**src/rtl/sga_pkg.sv**
```systemverilog
// Shared types for the Snake Game Arcade step scheduler:
// direction codes, FSM states and {x, y} position packing.
package sga_pkg;

  localparam int POS_W = 6;

  typedef logic [1:0] dir_t;

  localparam dir_t DIR_UP    = 2'd0;
  localparam dir_t DIR_DOWN  = 2'd1;
  localparam dir_t DIR_LEFT  = 2'd2;
  localparam dir_t DIR_RIGHT = 2'd3;

  typedef enum logic [2:0] {
    S_INIT,
    S_WAIT,
    S_CALC,
    S_RD,
    S_SHIFT,
    S_WHEAD,
    S_REPORT
  } state_t;

  typedef struct packed {
    logic [2:0] x;
    logic [2:0] y;
  } pos_t;

  // Opposite pairs differ only in the low bit.
  function automatic dir_t dir_opposite(input dir_t d);
    return d ^ 2'b01;
  endfunction

  function automatic pos_t pos_pack(
    input logic [2:0] x,
    input logic [2:0] y
  );
    pos_t p;
    p.x = x;
    p.y = y;
    return p;
  endfunction

  function automatic pos_t pos_unpack(
    input logic [POS_W-1:0] v
  );
    return pos_t'(v);
  endfunction

endpackage

```
**src/rtl/sga_tick_timer.sv**
```systemverilog
// Step-period counter: counts run cycles and emits a
// one-cycle tick on the last one, then wraps to zero.
module sga_tick_timer #(
  parameter int STEP_CYCLES = 25000000
) (
  input  logic clock,
  input  logic reset_n,
  input  logic clr,
  input  logic run,
  output logic tick
);

  localparam int CW =
    (STEP_CYCLES > 1) ? $clog2(STEP_CYCLES) : 1;
  localparam logic [CW-1:0] LAST = CW'(STEP_CYCLES - 1);

  logic [CW-1:0] cnt;

  assign tick = run && !clr && (cnt == LAST);

  always_ff @(posedge clock or negedge reset_n) begin
    if (!reset_n) begin
      cnt <= '0;
    end else if (clr || tick) begin
      cnt <= '0;
    end else if (run) begin
      cnt <= cnt + 1'b1;
    end
  end

endmodule

```
**src/rtl/sga_step_scheduler.sv**
```systemverilog
// Snake movement sequencer: per tick moves the head, checks
// the border, shifts the body RAM and pulses the result.
module sga_step_scheduler
  import sga_pkg::*;
#(
  parameter int GRID_W      = 6,
  parameter int GRID_H      = 6,
  parameter int MAX_SIZE    = 16,
  parameter int STEP_CYCLES = 25000000,
  parameter int PLAY_STEPS  = 255,
  parameter logic [5:0] INIT_HEAD = 6'o22
) (
  input  logic       clock,
  input  logic       reset_n,
  input  logic       restart,
  input  logic       enable,
  input  logic       pause,
  input  logic [3:0] buttons,
  input  logic [3:0] size,
  input  logic [5:0] apple_pos,
  input  logic [5:0] mem_rdata,
  output logic [3:0] mem_addr,
  output logic       mem_we,
  output logic [5:0] mem_wdata,
  output logic [5:0] head_pos,
  output logic [1:0] direction,
  output logic       is_at_apple,
  output logic       is_at_border,
  output logic       is_at_body,
  output logic       end_play_time,
  output logic       step_done,
  output logic       busy
);

  localparam logic [2:0] X_MAX = 3'(GRID_W - 1);
  localparam logic [2:0] Y_MAX = 3'(GRID_H - 1);
  localparam logic [4:0] SZ_MAX = 5'(MAX_SIZE);
  localparam logic [7:0] STEPS_END = 8'(PLAY_STEPS);

  state_t     state, state_nx;
  dir_t       dir_q, pend_dir, btn_dir;
  pos_t       head_q, nh_q, nh_c;
  logic [3:0] idx, idx_c;
  logic [7:0] step_cnt;
  logic       btn_ok, border_c, grow_c;
  logic       border_f, body_f;
  logic       run, tick;

  assign head_pos  = head_q;
  assign direction = dir_q;
  assign run = (state == S_WAIT) && enable
            && !pause && !end_play_time;

  sga_tick_timer #(
    .STEP_CYCLES(STEP_CYCLES)
  ) u_timer (
    .clock  (clock),
    .reset_n(reset_n),
    .clr    (restart || !enable),
    .run    (run),
    .tick   (tick)
  );

  always_comb begin
    btn_ok  = 1'b1;
    btn_dir = DIR_RIGHT;
    case (buttons)
      4'b1000: btn_dir = DIR_UP;
      4'b0100: btn_dir = DIR_DOWN;
      4'b0010: btn_dir = DIR_LEFT;
      4'b0001: btn_dir = DIR_RIGHT;
      default: btn_ok  = 1'b0;
    endcase
    if (btn_dir == dir_opposite(dir_q)) begin
      btn_ok = 1'b0;
    end
  end

  always_comb begin
    nh_c     = head_q;
    border_c = 1'b0;
    unique case (pend_dir)
      DIR_UP: begin
        border_c = (head_q.y == 3'd0);
        nh_c.y   = head_q.y - 3'd1;
      end
      DIR_DOWN: begin
        border_c = (head_q.y == Y_MAX);
        nh_c.y   = head_q.y + 3'd1;
      end
      DIR_LEFT: begin
        border_c = (head_q.x == 3'd0);
        nh_c.x   = head_q.x - 3'd1;
      end
      DIR_RIGHT: begin
        border_c = (head_q.x == X_MAX);
        nh_c.x   = head_q.x + 3'd1;
      end
    endcase
    grow_c = (nh_c == pos_unpack(apple_pos))
          && ({1'b0, size} < SZ_MAX);
    idx_c  = grow_c ? size : size - 4'd1;
  end

  always_ff @(posedge clock or negedge reset_n) begin
    if (!reset_n) begin
      state <= S_INIT;
    end else begin
      state <= state_nx;
    end
  end

  always_comb begin
    state_nx = state;
    unique case (state)
      S_INIT:   state_nx = S_WAIT;
      S_WAIT:   if (tick) state_nx = S_CALC;
      S_CALC: begin
        if (border_c)         state_nx = S_REPORT;
        else if (idx_c == '0) state_nx = S_WHEAD;
        else                  state_nx = S_RD;
      end
      S_RD:     state_nx = S_SHIFT;
      S_SHIFT:  state_nx = (idx == 4'd1) ? S_WHEAD : S_RD;
      S_WHEAD:  state_nx = S_REPORT;
      S_REPORT: state_nx = S_WAIT;
      default:  state_nx = S_INIT;
    endcase
    if (restart) begin
      state_nx = S_INIT;
    end
  end

  // Nothing is written while reset is held; INIT writes after.
  always_comb begin
    mem_addr     = '0;
    mem_we       = 1'b0;
    mem_wdata    = '0;
    step_done    = 1'b0;
    is_at_apple  = 1'b0;
    is_at_border = 1'b0;
    is_at_body   = 1'b0;
    unique case (state)
      S_INIT: begin
        mem_we    = reset_n;
        mem_wdata = INIT_HEAD;
      end
      S_RD: mem_addr = idx - 4'd1;
      S_SHIFT: begin
        mem_addr  = idx;
        mem_we    = 1'b1;
        mem_wdata = mem_rdata;
      end
      S_WHEAD: begin
        mem_we    = 1'b1;
        mem_wdata = nh_q;
      end
      S_REPORT: begin
        step_done    = 1'b1;
        is_at_border = border_f;
        is_at_body   = body_f;
        is_at_apple  = !border_f
          && (nh_q == pos_unpack(apple_pos));
      end
      default: ;
    endcase
  end

  always_ff @(posedge clock or negedge reset_n) begin
    if (!reset_n) begin
      dir_q         <= DIR_RIGHT;
      pend_dir      <= DIR_RIGHT;
      head_q        <= pos_unpack(INIT_HEAD);
      nh_q          <= pos_unpack(INIT_HEAD);
      idx           <= '0;
      border_f      <= 1'b0;
      body_f        <= 1'b0;
      busy          <= 1'b0;
      step_cnt      <= '0;
      end_play_time <= 1'b0;
    end else if (restart) begin
      dir_q         <= DIR_RIGHT;
      pend_dir      <= DIR_RIGHT;
      head_q        <= pos_unpack(INIT_HEAD);
      nh_q          <= pos_unpack(INIT_HEAD);
      idx           <= '0;
      border_f      <= 1'b0;
      body_f        <= 1'b0;
      busy          <= 1'b0;
      step_cnt      <= '0;
      end_play_time <= 1'b0;
    end else begin
      if (btn_ok) begin
        pend_dir <= btn_dir;
      end
      unique case (state)
        S_WAIT: if (tick) busy <= 1'b1;
        S_CALC: begin
          dir_q    <= pend_dir;
          nh_q     <= nh_c;
          border_f <= border_c;
          idx      <= idx_c;
        end
        S_SHIFT: begin
          if (pos_unpack(mem_rdata) == nh_q) begin
            body_f <= 1'b1;
          end
          idx <= idx - 4'd1;
        end
        S_WHEAD: head_q <= nh_q;
        S_REPORT: begin
          border_f <= 1'b0;
          body_f   <= 1'b0;
          busy     <= 1'b0;
          step_cnt <= step_cnt + 8'd1;
          if (step_cnt + 8'd1 == STEPS_END) begin
            end_play_time <= 1'b1;
          end
        end
        default: ;
      endcase
    end
  end

endmodule

```
**config.mk**
```make
export PLATFORM = sky130hd
export DESIGN_NAME = sga_step_scheduler
export DESIGN_NICKNAME = d
export VERILOG_FILES = /design/src/rtl/sga_pkg.sv /design/src/rtl/sga_tick_timer.sv /design/src/rtl/sga_step_scheduler.sv
export SDC_FILE = /design/constraint.sdc
export NUM_CORES = 1
export LEC_CHECK = 0
export CORE_ASPECT_RATIO = 2
export CORE_UTILIZATION = 40
export CTS_CLUSTER_DIAMETER = 40
export DETAILED_ROUTE_END_ITERATION = 10
export HOLD_SLACK_MARGIN = 0.08
export PLACE_DENSITY_LB_ADDON = 0.08
export SETUP_SLACK_MARGIN = 0.2
export SYNTH_ARGS = -nofsm -noshare
export SYNTH_HDL_FRONTEND = slang
export SYNTH_HIERARCHICAL = 1
export SYNTH_SLANG_ARGS = --single-unit
```
**constraint.sdc**
```tcl
create_clock -name clock -period 2.34 [get_ports clock]
set_input_delay 0.351 -clock clock [delete_from_list [all_inputs] [get_ports clock]]
set_output_delay 0.351 -clock clock [all_outputs]
set_load 0.01 [all_outputs]
```
Yosys cells after proc, flatten, opt, wreduce, memory -nomap -nowiden
Cells that the tools add are included.
{"block": "totals", "regBits": 60, "in_bits": 25, "output_inout_bits": 25, "elab_cells": 126}
{"block": "classes", "n_addsub": 8, "eq_ne": 24, "muxes": 45, "n_bitwise": 1, "reduce_logical": 34}
{"op": "$mux 25", "n": 2}
{"op": "$add 25x1->25 const B", "n": 1}
{"op": "$eq 25x25->1 const B", "n": 1}
{"op": "$mux 6", "n": 4}
{"op": "$eq 6x6->1", "n": 3}
{"op": "$pmux 3 s6", "n": 1}
{"op": "$pmux 6 s3", "n": 1}
{"op": "$mux 8", "n": 2}
{"op": "$pmux 4 s2", "n": 2}
{"op": "$eq 3x3->1 const B", "n": 5}
{"op": "$mux 3", "n": 5}
{"op": "$mux 1", "n": 14}
{"op": "$pmux 3 s2", "n": 2}
{"op": "$reduce_bool 2->1", "n": 6}
{"op": "$reduce_bool 3->1", "n": 4}
{"op": "$logic_not 3->1", "n": 3}
{"op": "$add 8x1->8 const B", "n": 1}
{"op": "$eq 4x1->1 const B", "n": 2}
{"op": "$eq 8x8->1 const B", "n": 1}
{"op": "$mux 2", "n": 4}
{"op": "$mux 4", "n": 2}
{"op": "$pmux 1 s2", "n": 4}
{"op": "$sub 4x1->4 const B", "n": 2}
{"op": "$add 3x1->3 const B", "n": 2}
{"op": "other kinds (22)", "n": 38}

Logic depth before layout (Yosys ltp)
{"block": "logic_depth", "ltp_word": 9, "depth_mapped": 13, "ltp_nobuf": 11}

By module
The synthesis kept the hierarchy.
{"mod": "sga_step_scheduler", "instances": 1, "cells_each": 295, "area_per_inst_um2": 2544.9, "seq_area_each_um2": 885.8}
{"mod": "sga_tick_timer", "instances": 1, "cells_each": 141, "area_per_inst_um2": 1337.5, "seq_area_each_um2": 625.6}

Least setup slack after synthesis
Ideal clock, no wire load.
{"block": "synth_timing", "kind": "flip-flop to flip-flop", "start": "register pend_dir[1]", "end": "register idx[2]", "setup_ps": 126, "arrival_time_ps": 2381, "t_required_ps": 2214, "setup_slack_ps": -168, "path_stages_with_launch": 10, "n_path_buf": 1, "period_less_slack_ps": 2508, "path_cell_list": "dfstp_2 -> buf_2 -> and2_1 -> fa_1 -> xor2_1 -> nand2_1 -> nor4_2 -> o211ai_2 -> a21oi_2 -> a311o_1"}
{"block": "synth_between", "elab_chain_len": 6, "word_cells_on_any_way": 10, "classes_between": "eq/ne: 4; mux: 5; reduce/logical: 1"}
{"item": "start, declared", "line_no": "sga_step_scheduler.sv:41", "source": "dir_t dir_q, pend_dir, btn_dir;"}
{"item": "start signal, assigned", "line_no": "sga_step_scheduler.sv:194", "source": "pend_dir <= btn_dir;"}
{"item": "$eq 2x1->1 (tied with other cells)", "line_no": "sga_step_scheduler.sv:82", "source": "unique case (pend_dir)"}
{"item": "$pmux 3 s2", "line_no": "sga_step_scheduler.sv:82"}
{"item": "$eq 6x6->1 (*)", "line_no": "sga_step_scheduler.sv:100", "source": "grow_c = (nh_c == pos_unpack(apple_pos))"}
{"item": "$mux 4 (*)", "line_no": "sga_step_scheduler.sv:102", "source": "idx_c = grow_c ? size : size - 4'd1;"}
{"item": "$pmux 4 s2 (*)", "line_no": "sga_step_scheduler.sv:196", "source": "unique case (state)"}
{"item": "$mux 4 (*)", "line_no": "sga_step_scheduler.sv:181", "source": "end else if (restart) begin"}
{"item": "end signal, assigned", "line_no": "sga_step_scheduler.sv:202", "source": "idx <= idx_c;"}
{"item": "end signal, assigned", "line_no": "sga_step_scheduler.sv:208", "source": "idx <= idx - 4'd1;"}
{"item": "end, declared", "line_no": "sga_step_scheduler.sv:43", "source": "logic [3:0] idx, idx_c;"}
Mark *: on every way between the ends. The rest lies on a longest branch, timed or not.
A chain may end at the register's enable or synchronous reset.

Worst setup path in the final report
Ends and elaborated chain as after synthesis.

==> flow_metrics.py <==
metrics = {
    "outcome": {
        "status": "completed",
    },
    "synthesis": {
        "syn_nets": 469,
        "synth-xor-area-share": 0.122,
        "ys_seq_area_frac": 0.389,
        "yosysWarnings": 6,
        "yosysTopAreaCell": "dfrtp_1",
        "synth_cell_type_count": 59,
        "yosys.area_share.simple": 0.237,
        "yosys-mux-area-fraction": 0.0235,
        "synth_compound_area_frac": 0.150,
        "syn_avg_cell_area_um2": 8.90,
        "syn_area_um2": 3880,
        "synth_top_family_by_area": "simple AND/OR/NAND/NOR gates",
        "synth.area.top_cells": "dfrtp_1, xor2_1, dfstp_2, nor2_1, xnor2_1",
        "post_synth_fa_ha_maj_area_fraction": 0.0296,
        "synth_top_area_frac": 0.335,
        "synthCells": 436,
        "yosys-top-cells-count": "dfrtp_1, nor2_1, nand2_1",
        "synth_edf_count": 0,
        "ys_ff_latch": 60,
        "async_flop_share": 1.00,
        "dominantRegCellSynth": "dfrtp_1",
    },
    "layout": {
        "final_util": 0.606,
        "area_growth_pct": 46.5,
        "nets": 582,
        "final_design_area_no_fill_um2": 5690,
        "drive_gt1_frac": 0.307,
        "antenna_cells": 0,
    },
    "timing": {
        "finalSetupTns_ns": 0,
        "period_needed_ns": 2.33,
        "final_max_slew_viol_count": 0,
        "period_share": 0.995,
        "skew_ns": 0.00538,
        "fmax_mhz": 430,
        "hold_viol_final": 0,
        "worst_slew_pin_slew_ns": 0.785,
        "setup_violations": 0,
        "relSlewSlack": 0.477,
        "rsz0062_at_grt": "yes",
    },
    "clock_network": {
        "htree_levels": 3,
        "clk_latency_ns": 0.33,
        "hold_buffers": 0,
        "clock_sinks": 60,
        "clock_path_buffers": 2,
        "cts_made_buffers": 9,
        "clk_pin_slew_worst_paths_ns": 0.06,
        "cts_root_buf": "clkbuf_16",
        "cts_tree": "yes",
    },
    "global_route": {
        "grt_max_degree": 61,
        "grt_usage": 0.251,
        "overflow": 0,
        "grt_pass1_vias": 3857,
        "antenna_found_initial": 0,
        "grt_pass1_wl_um": 19000,
    },
    "detailed_routing": {
        "vias_per_cell": 5.65,
        "routedWlPerCell_um": 18.3,
        "first_iter_violations": 167,
        "wirelength_um": 12100,
        "drc_errors": 0,
        "first_pass_iters": 4,
        "ant_nets": 0,
        "route.vias.total": 3715,
    },
    "setup_path": {
        "crit_fanout": 6,
        "crit_family": "flip-flops",
        "reg2reg_slack_ns": 0.01,
        "startpoint_type": "flop",
        "cp_slowest_cell": "dfstp_2",
        "endpoint_kind": "flop",
        "worstPathCellList": "and2_4 -> fa_1 -> xor2_1 -> nand2_1 -> nor4_4 -> o211ai_4 -> buf_6 -> a311o_1",
        "path_buf_inv": 1,
        "cp.required_ns": 2.55,
        "worst-endpoint-arrival_ns": 2.54,
        "critical_path_class": "flop to flop",
        "max_stage_delay_ns": 0.56,
    },
    "power_and_ir_drop": {
        "p_per_area_nw_per_um2": 541,
        "leakagePower_nw": 2.38,
        "vdd_drop_max_uv": 458,
    },
    "floorplanning": {
        "fp-row-count": 50,
        "num_io_pins": 50,
        "die_area_um2": 10100,
        "core_um2": 9380,
        "die_h_um": 141,
        "die_w_um": 71.7,
        "initial_core_util": 0.414,
    },
    "job": {
        "max-cap-violations": 0,
    },
    "min_path": {
        "min_path_type": "input port to asynchronous set/reset pin",
    },
    "placed_design": {
        "dp_hpwl_um": 8740,
        "portBuffers": 49,
        "place_area_um2": 4810,
        "globalplace.congestion": 0.935,
    },
}
layout make-up:
type	count	area [µm²]
Fill cell	813	3700
Multi-Input combinational cell	336	2470
Tap cell	104	130
Timing Repair Buffer	123	1180
Clock inverter	6	87.6
Sequential cell	60	1510
Inverter	19	73.8
Clock buffer	10	239
through the flow:
step | power [mW] | setup slack [ns] | hold WS (ns) | cells
3_5_place_dp | 1.57 | -0.191 | 0.537 | 616
3_3_place_gp | 1.56 | -0.155 | 0.523 | 616
6_report | 3.07 | 0.0120 | 0.260 | 658
5_1_grt | 3.18 | -0.0953 | 0.322 | 658
4_1_cts | 3.08 | 0.00726 | 0.296 | 653
2_1_floorplan | 1.34 | -0.0337 | 0.0554 | 436
worst paths after layout:
path / from / end / cells past startpoint
max in group asynchronous: reset_n / nh_q[3]$_DFFE_PN0P_ / 2
worst min-delay path: reset_n / step_cnt[6]$_DFFE_PN0N_ / 2
min in group clock: direction[1]$_DFFE_PN1P_ / direction[1]$_DFFE_PN1P_ / 2
worst max register to register: pend_dir[1]$_DFFE_PN1P_ / idx[2]$_DFFE_PN0P_ / 8
worst max-delay path: pend_dir[1]$_DFFE_PN1P_ / idx[2]$_DFFE_PN0P_ / 8
worst min register to register: direction[1]$_DFFE_PN1P_ / direction[1]$_DFFE_PN1P_ / 2
where the power goes:
| part | switching (mW) | leakage, nW | internal, mW | total (mW) |
|---|---|---|---|---|
| Sequential | 0.0303 | 0.805 | 1.07 | 1.10 |
| Clock | 0.495 | 0.151 | 0.958 | 1.45 |
| Combinational | 0.271 | 1.43 | 0.252 | 0.523 |
| Total | 0.796 | 2.38 | 2.28 | 3.07 |
worst reg2reg max path, stage by stage, from the launching register on:
cell and delay, ns:
dfstp_2 0.56, and2_4 0.16, fa_1 0.45, xor2_1 0.14
nand2_1 0.11, nor4_4 0.19, o211ai_4 0.15, buf_6 0.14
a311o_1 0.30
flip-flops by register name (all words and copies together) (netlist names):
signal and count:
body_f 1, state 3, step_cnt 8, u_timer/cnt 25, head_pos 6, border_f 1
end_play_time 1, nh_q 6, busy 1, direction 2, pend_dir 2, idx 4
routing by layer:
metal / track usage / wire (µm) / up-vias
met5: 0 / 0 / -
met4: 0.115 / 423 / 0
met3: 0.0447 / 315 / 30
met2: 0.505 / 7360 / 81
met1: 0.231 / 3960 / 1823
li1: - / - / 1781
placed cells by master (no fill, tap or decap), types with 8 or more instances in the layout:
cell,count
o21ai_1,10
dfstp_2,8
buf_6,10
nand3_1,16
nand2_1,42
dfrtp_1,51
o21ai_0,15
nand4_1,11
nor3_1,11
a21oi_1,19
mux2i_1,8
xnor2_1,21
clkdlybuf4s50_1,33
buf_4,55
inv_1,16
nor2_4,14
a21oi_2,10
xor2_1,25
nor2_1,37
clkbuf_16,10
cell families after synthesis:
kind of cell,Yosys count
xor+xnor,50
mux,9
fa+ha+maj,8
compound gates,90
simple gates,179
buf+inv,40
flops,60
what timing repair did:
| action | 4_1_cts | 5_1_grt |
|---|---|---|
| setup endpoints to repair | 45 | 40 |
| pin swaps | 20 | 10 |
| gates resized for setup | 54 | 57 |
| buffers inserted | 19 | 4 |
| gates cloned | 2 | 1 |
Note: power is estimated with default switching activity, not from simulation.
